===== src/rtl/read_stage_vrf_read_pipe.sv =====
// VRF bank read pipe: issues arbiter-granted reads, tracks tags through the bank latency, and buffers responses under a credit scheme.
// Optional macro READ_STAGE_VRF_PIPE_PERF_EN adds saturating credit/bank stall counters.
module read_stage_vrf_read_pipe #(
  parameter int DEPTH        = 4,
  parameter int READ_LATENCY = 2,
  parameter int DATA_WIDTH   = 32
) (
  input  logic                  clock,
  input  logic                  reset,
  input  logic                  io_in_valid,
  output logic                  io_in_ready,
  input  logic [4:0]            io_in_bits_vs,
  input  logic [5:0]            io_in_bits_offset,
  input  logic [3:0]            io_in_bits_readSource,
  input  logic [2:0]            io_in_bits_instructionIndex,
  output logic                  io_vrfReadRequest_valid,
  input  logic                  io_vrfReadRequest_ready,
  output logic [10:0]           io_vrfReadRequest_bits_addr,
  input  logic [DATA_WIDTH-1:0] io_vrfReadData,
  output logic                  io_out_valid,
  input  logic                  io_out_ready,
  output logic [DATA_WIDTH-1:0] io_out_bits_data,
  output logic [3:0]            io_out_bits_readSource,
  output logic [2:0]            io_out_bits_instructionIndex,
  output logic [4:0]            io_occupancy
`ifdef READ_STAGE_VRF_PIPE_PERF_EN
  ,
  output logic [15:0]           io_perf_creditStall,
  output logic [15:0]           io_perf_bankStall
`endif
);

  localparam int         PTR_W   = (DEPTH > 1) ? $clog2(DEPTH) : 1;
  localparam int         ENTRY_W = DATA_WIDTH + 7;
  localparam logic [4:0] DEPTH_C = 5'(DEPTH);

  logic [4:0]               occ_q, occ_d;
  logic                     has_credit;
  logic                     fire;
  logic                     pop;
  logic                     capture;
  logic [READ_LATENCY-1:0]  pipe_vld_q;
  logic [3:0]               pipe_src_q [READ_LATENCY];
  logic [2:0]               pipe_idx_q [READ_LATENCY];
  logic [ENTRY_W-1:0]       mem_q [DEPTH];
  logic [PTR_W-1:0]         wr_ptr_q, rd_ptr_q;
  logic [4:0]               fifo_cnt_q, fifo_cnt_d;

  function automatic logic [PTR_W-1:0] ptr_inc(input logic [PTR_W-1:0] p);
    return (p == PTR_W'(DEPTH - 1)) ? '0 : p + 1'b1;
  endfunction

  // Handshakes are strict valid/ready: a transfer happens exactly on a cycle where
  // valid && ready; request ready depends on credit and bank ready, never on valid.
  assign has_credit                  = occ_q < DEPTH_C;
  assign io_vrfReadRequest_valid     = io_in_valid && has_credit;
  assign io_in_ready                 = io_vrfReadRequest_ready && has_credit;
  assign fire                        = io_in_valid && io_in_ready;
  assign io_vrfReadRequest_bits_addr = {io_in_bits_vs, io_in_bits_offset};

  assign capture      = pipe_vld_q[READ_LATENCY-1];
  assign io_out_valid = fifo_cnt_q != 5'd0;
  assign pop          = io_out_valid && io_out_ready;
  assign io_occupancy = occ_q;
  assign {io_out_bits_data, io_out_bits_readSource, io_out_bits_instructionIndex} = mem_q[rd_ptr_q];

  // Capture only moves an entry from in-flight to buffered, so it does not touch occupancy.
  always_comb begin
    occ_d = occ_q;
    case ({fire, pop})
      2'b10:   occ_d = occ_q + 5'd1;
      2'b01:   occ_d = occ_q - 5'd1;
      default: occ_d = occ_q;
    endcase
  end

  always_comb begin
    fifo_cnt_d = fifo_cnt_q;
    case ({capture, pop})
      2'b10:   fifo_cnt_d = fifo_cnt_q + 5'd1;
      2'b01:   fifo_cnt_d = fifo_cnt_q - 5'd1;
      default: fifo_cnt_d = fifo_cnt_q;
    endcase
  end

  always_ff @(posedge clock) begin
    if (!reset) begin
      pipe_vld_q <= '0;
      for (int i = 0; i < READ_LATENCY; i++) begin
        pipe_src_q[i] <= '0;
        pipe_idx_q[i] <= '0;
      end
    end else begin
      pipe_vld_q[0] <= fire;
      pipe_src_q[0] <= io_in_bits_readSource;
      pipe_idx_q[0] <= io_in_bits_instructionIndex;
      for (int i = 1; i < READ_LATENCY; i++) begin
        pipe_vld_q[i] <= pipe_vld_q[i-1];
        pipe_src_q[i] <= pipe_src_q[i-1];
        pipe_idx_q[i] <= pipe_idx_q[i-1];
      end
    end
  end

  always_ff @(posedge clock) begin
    if (!reset) begin
      occ_q      <= '0;
      fifo_cnt_q <= '0;
      wr_ptr_q   <= '0;
      rd_ptr_q   <= '0;
    end else begin
      occ_q      <= occ_d;
      fifo_cnt_q <= fifo_cnt_d;
      if (capture) wr_ptr_q <= ptr_inc(wr_ptr_q);
      if (pop)     rd_ptr_q <= ptr_inc(rd_ptr_q);
    end
  end

  // Storage needs no reset: pointers and count already define what is valid.
  always_ff @(posedge clock) begin
    if (reset && capture) begin
      mem_q[wr_ptr_q] <= {io_vrfReadData, pipe_src_q[READ_LATENCY-1], pipe_idx_q[READ_LATENCY-1]};
    end
  end

`ifdef READ_STAGE_VRF_PIPE_PERF_EN
  logic [15:0] credit_stall_q, bank_stall_q;

  always_ff @(posedge clock) begin
    if (!reset) begin
      credit_stall_q <= '0;
      bank_stall_q   <= '0;
    end else begin
      if (io_in_valid && !has_credit && credit_stall_q != 16'hFFFF)
        credit_stall_q <= credit_stall_q + 16'd1;
      if (io_in_valid && has_credit && !io_vrfReadRequest_ready && bank_stall_q != 16'hFFFF)
        bank_stall_q <= bank_stall_q + 16'd1;
    end
  end

  assign io_perf_creditStall = credit_stall_q;
  assign io_perf_bankStall   = bank_stall_q;
`endif

endmodule


===== config.mk =====
export PLATFORM = sky130hd
export DESIGN_NAME = read_stage_vrf_read_pipe
export DESIGN_NICKNAME = d
export VERILOG_FILES = /design/src/rtl/read_stage_vrf_read_pipe.sv
export SDC_FILE = /design/constraint.sdc
export NUM_CORES = 1
export LEC_CHECK = 0
export ABC_AREA = 1
export BUFFER_PORTS_ARGS = -buffer_cell sky130_fd_sc_hd__buf_4
export CAP_MARGIN = 20
export CORE_AREA = 3 3 150 152
export DETAILED_ROUTE_END_ITERATION = 8
export DIE_AREA = 0 0 153 155
export SYNTH_ARGS = -nofsm -noshare
export SYNTH_HDL_FRONTEND = slang
export SYNTH_SLANG_ARGS = --single-unit

===== constraint.sdc =====
create_clock -name clock -period 8.4 [get_ports clock]
set_clock_uncertainty 0.1 [all_clocks]
set_input_delay 0.42 -clock clock [delete_from_list [all_inputs] [get_ports clock]]
set_output_delay 0.42 -clock clock [all_outputs]
set_load 0.01 [all_outputs]

Word level (Yosys, flattened, before mapping)
Memories as Yosys holds them, arrays and structs flattened. A register that Yosys moved wholly into a read port is not among the register bits.
Index checks and enable logic that the tools add are counted.
{"block": "word_totals", "ramBits": 170, "inputBits": 55, "regBits": 16, "mem_count": 3}
{"memory": "mem_q", "words": 4, "width": 39, "read_ports": 1, "rd_clocked_by_memory_dff": 1, "wr": 1, "line": "45", "rtl": "logic [ENTRY_W-1:0] mem_q [DEPTH];"}
{"memory": "pipe_src_q", "words": 2, "width": 4, "read_ports": 2, "rd_clocked_by_memory_dff": 0, "wr": 2, "line": "43", "rtl": "logic [3:0] pipe_src_q [READ_LATENCY];"}
{"memory": "pipe_idx_q", "words": 2, "width": 3, "read_ports": 2, "rd_clocked_by_memory_dff": 0, "wr": 2, "line": "44", "rtl": "logic [2:0] pipe_idx_q [READ_LATENCY];"}
{"block": "op_classes", "reduce_logical": 8, "mux": 14, "add_sub_neg": 6, "eq_ne": 6, "bitwise_logic": 4, "order_cmp": 1}
{"operator": "5-bit case mux with 2 select lines", "n": 2}
{"operator": "5-bit by 1-bit adder with 5-bit output (second input constant)", "n": 2}
{"operator": "5-bit by 1-bit subtractor with 5-bit output (second input constant)", "n": 2}
{"operator": "2-bit equality test (second input constant)", "n": 4}
{"operator": "2-bit 2-to-1 mux", "n": 4}
{"operator": "4-bit 2-to-1 mux", "n": 2}
{"operator": "3-bit 2-to-1 mux", "n": 2}
{"operator": "1-bit logical AND", "n": 5}
{"operator": "5-bit by 3-bit < comparator with 1-bit output (second input constant)", "n": 1}
{"operator": "5-bit nonzero test", "n": 1}
{"operator": "2-bit by 1-bit adder with 2-bit output (second input constant)", "n": 2}
{"operator": "2-bit by 1-bit equality test with 1-bit output (second input constant)", "n": 2}
{"operator": "1-bit 2-to-1 mux", "n": 4}
{"operator": "1-bit OR", "n": 4}
{"operator": "2-bit nonzero test", "n": 2}

Depth between registers and ports, before layout
{"block": "logic_depth", "depth_word": 5, "ltp_mapped": 15}

Least setup slack after synthesis
No wires, ideal clock.
{"block": "synth_path", "path_kind": "register to register", "startpoint": "register wr_ptr_q[0]", "endpoint": "memory mem_q[2][0] in the netlist's numbering (enable)", "path_slack_ns": 5.648, "path_buffers": 0, "path_stages_with_launch": 5, "setup_time_ns": 0.435, "arrival_time_ns": 2.217, "path_cell_list": "dfxtp_1 > inv_1 > ha_1 > inv_1 > nor2_1"}
{"element": "start: declaration", "line": "46", "rtl": "logic [PTR_W-1:0] wr_ptr_q, rd_ptr_q;"}
{"element": "start signal: assignment", "line": "114", "rtl": "if (capture) wr_ptr_q <= ptr_inc(wr_ptr_q);"}
{"element": "end: declaration", "line": "45"}
Straight into the memory's write port.

==> flow_summary_export.csv <==
group,metric,value,unit
floorplanning,dieArea,23700,µm²
synthesis,syn-num-nets,661,
clocking,clock-sinks,188,
timing,rsz0062_at_grt,"no",
synthesis,synth_edf_count,156,
routing,vias,4540,
timing,whs,0.0759,ns
placed_design,post_dp_cell_area,8200,µm²
timing,fin_ws,5.57,ns
placed_design,dp_worst_setup_slack,5.92,ns
timing,tns,0,ns
run_status,outcome,"complete, no violations",
layout,fillers,1980,
clocking,root_buffer,"clkbuf_16",
worst_setup_path,required,7.88,ns
synthesis,synthCells,591,
power,p_total,2.76,mW
routing,wl_per_cell,15.7,µm
layout,utilization,41.6,%
synthesis,async_reset_ff_share,0,%
worst_setup_path,cp-start-kind,"flip-flop",
synthesis,yosys_warnings,0,
synthesis,netlist_area,7360,µm²
placed_design,gp_congestion,0.773,
placed_design,dp_hpwl,8610,µm
worst_setup_path,critPathKind,"reg2out",
floorplanning,initial_utilization,34.8,%
clocking,clk_latency,0.42,ns
clocking,clk_path_buf_depth,2,
layout,syn_to_final_growth,19.4,%
clocking,ctsHoldBuffers,0,
worst_setup_path,worstSetupEndpointType,"output port",
synthesis,ys_seq_area_share,72.3,%
floorplanning,fp.dieH,155,µm
floorplanning,core_area,21200,µm²
timing,hold_viol_final,0,
worst_hold_path,hold_path_startpoint,"io_in_bits_readSource[3]",
placed_design,placedCellCount,923,
layout,instances_no_fill,954,
worst_setup_path,cp_max_fo,40,
clocking,cts_setup_buffers,0,
timing,slew_violations,0,
power,leakagePower,3.34,nW
synthesis,ys_seq_elements,188,
synthesis,yosysUniqueCellTypes,25,
global_route,gr-total-overflow,0,
timing,period_minus_slack,2.83,ns
timing,max_freq,0.353,GHz
worst_hold_path,hold_path.class,"in2reg",
routing,via_per_inst,4.76,
routing,wirelength,15000,µm
floorplanning,ioPinCount,113,
layout,antenna_cells,0,
power,power_density,314,nW/µm²
worst_setup_path,r2r_start,"fifo_cnt_q[1]$_SDFFE_PN0P_",
clocking,cts_tree,"built",
job,cap_violations,0,
floorplanning,rows,53,
timing,finalSetupViolations,0,
layout,stdcell_area,8790,µm²
routing,detail_route.first_pass.iterations,4,
routing,detail-route-antenna-nets,0,
clocking,path_clk_slew,0.07,ns
routing,drc,0,
power,irDropWorstVdd,138,µV
global_route,grt_pass1_vias,4553,
worst_setup_path,cp.arrival,2.31,ns
layout,nets,737,
routing,drt_iter0_drc,247,
floorplanning,die_x,153,µm
global_route,antenna_found_initial,0,
layout,layout-drive-gt1-share,20.2,%
global_route,grt_pass1_wl,24000,µm
global_route,grt_max_degree,79,
timing,max_slew_margin,45.8,%
global_route,grt_usage,12.9,%
placed_design,port_buffers,90,
synthesis,synth.avg_cell_area,12.5,µm²
clocking,htreeDepth,4,
timing,worstMarginPinSlew,0.813,ns
synthesis,synth_flop_cell,"edfxtp_1",
clocking,cts_buffers,17,
timing,period_share,33.7,%
clocking,post_cts_resized,0,
synth_stat cells, types with 3 or more instances:
cell type  number  area share [%]
edfxtp_1      156              64
dfxtp_1        32             8.7
nor2_1         99             5.0
nand2_1        47             2.4
or2_2           5            0.42
o21ai_0        83             5.6
nand3_1         8            0.54
o22ai_1        39             3.3
a21oi_1        11            0.75
ha_1           13             2.2
buf_4          12             1.2
inv_1          48             2.4
buf_2          10            0.68
buf_6           6            0.92
clkbuf_2        3            0.20
clkbuf_1        5            0.25
sequential cells by signal (all words and copies together), names as in the netlist, named ones only:
signal	flops
io_occupancy	5
fifo_cnt_q	5
pipe_vld_q	2
wr_ptr_q	2
rd_ptr_q	2
pipe_src_q	8
mem_q	156
pipe_idx_q	6
final timing paths:
kind         slack (ns)  depth (start not counted)                              end
max reg2reg        6.10                         15       fifo_cnt_q[4]$_SDFFE_PN0P_
min reg2reg        0.30                          2      pipe_idx_q[0][5]$_SDFF_PN0_
min                0.08                          3      pipe_src_q[0][3]$_SDFF_PN0_
max                5.57                          4  io_out_bits_instructionIndex[2]
power by group:
| part | leakage (nW) | internal [mW] | total, mW | switching (mW) |
|---|---|---|---|---|
| Sequential | 1.67 | 1.05 | 1.10 | 0.0501 |
| Combinational | 1.39 | 0.359 | 0.848 | 0.489 |
| Clock | 0.281 | 0.471 | 0.817 | 0.346 |
| Total | 3.34 | 1.88 | 2.76 | 0.885 |
layout make-up:
| type | count | area (µm²) | share of cell area (%) |
|---|---|---|---|
| Multi-Input combinational cell | 315 | 1620 | 18.5 |
| Inverter | 50 | 190 | 2.16 |
| Tap cell | 275 | 344 | 3.91 |
| Sequential cell | 188 | 5330 | 60.6 |
| Clock inverter | 12 | 161 | 1.84 |
| Clock buffer | 19 | 433 | 4.92 |
| Timing Repair Buffer | 95 | 713 | 8.11 |
cell usage in the layout, fill, tap and decap left out, drive strengths merged, types with 2 or more instances in the layout:
cell type / n
a21oi: 11
buf: 95
bufinv: 3
clkbuf: 19
clkinv: 2
clkinvlp: 3
dfxtp: 32
edfxtp: 156
fa: 2
ha: 13
inv: 54
nand2: 47
nand3: 8
nand3b: 2
nor2: 99
o21ai: 85
o22ai: 39
or2: 5
xnor2: 2
routing by layer:
layer / share of wire, % / track usage, % / vias up
met5: 0 / 0 / -
met2: 48 / 21.8 / 105
li1: - / - / 2214
met3: 4.7 / 3.09 / 21
met1: 45 / 16.0 / 2200
met4: 1.8 / 5.13 / 0
worst max-delay path: stages, from the launching register on:
cell and delay (ns):
dfxtp_2 0.85, inv_2 0.52, o21ai_0 0.19, o22ai_1 0.15, buf_4 0.18
cell families (layout without fill, tap and decap cells):
kind of cell / count (synthesis) / after routing / synth area share, %
flip-flops: 188 / 188 / 72.3
XOR/XNOR: 2 / 2 / 0.238
buffers and inverters: 88 / 176 / 6.07
adder cells (fa/ha/maj): 15 / 15 / 2.75
AO/OA/AOI/OAI: 136 / 136 / 9.94
AND/OR/NAND/NOR: 162 / 162 / 8.70
No activity file was read; power rests on OpenSTA's default activity.
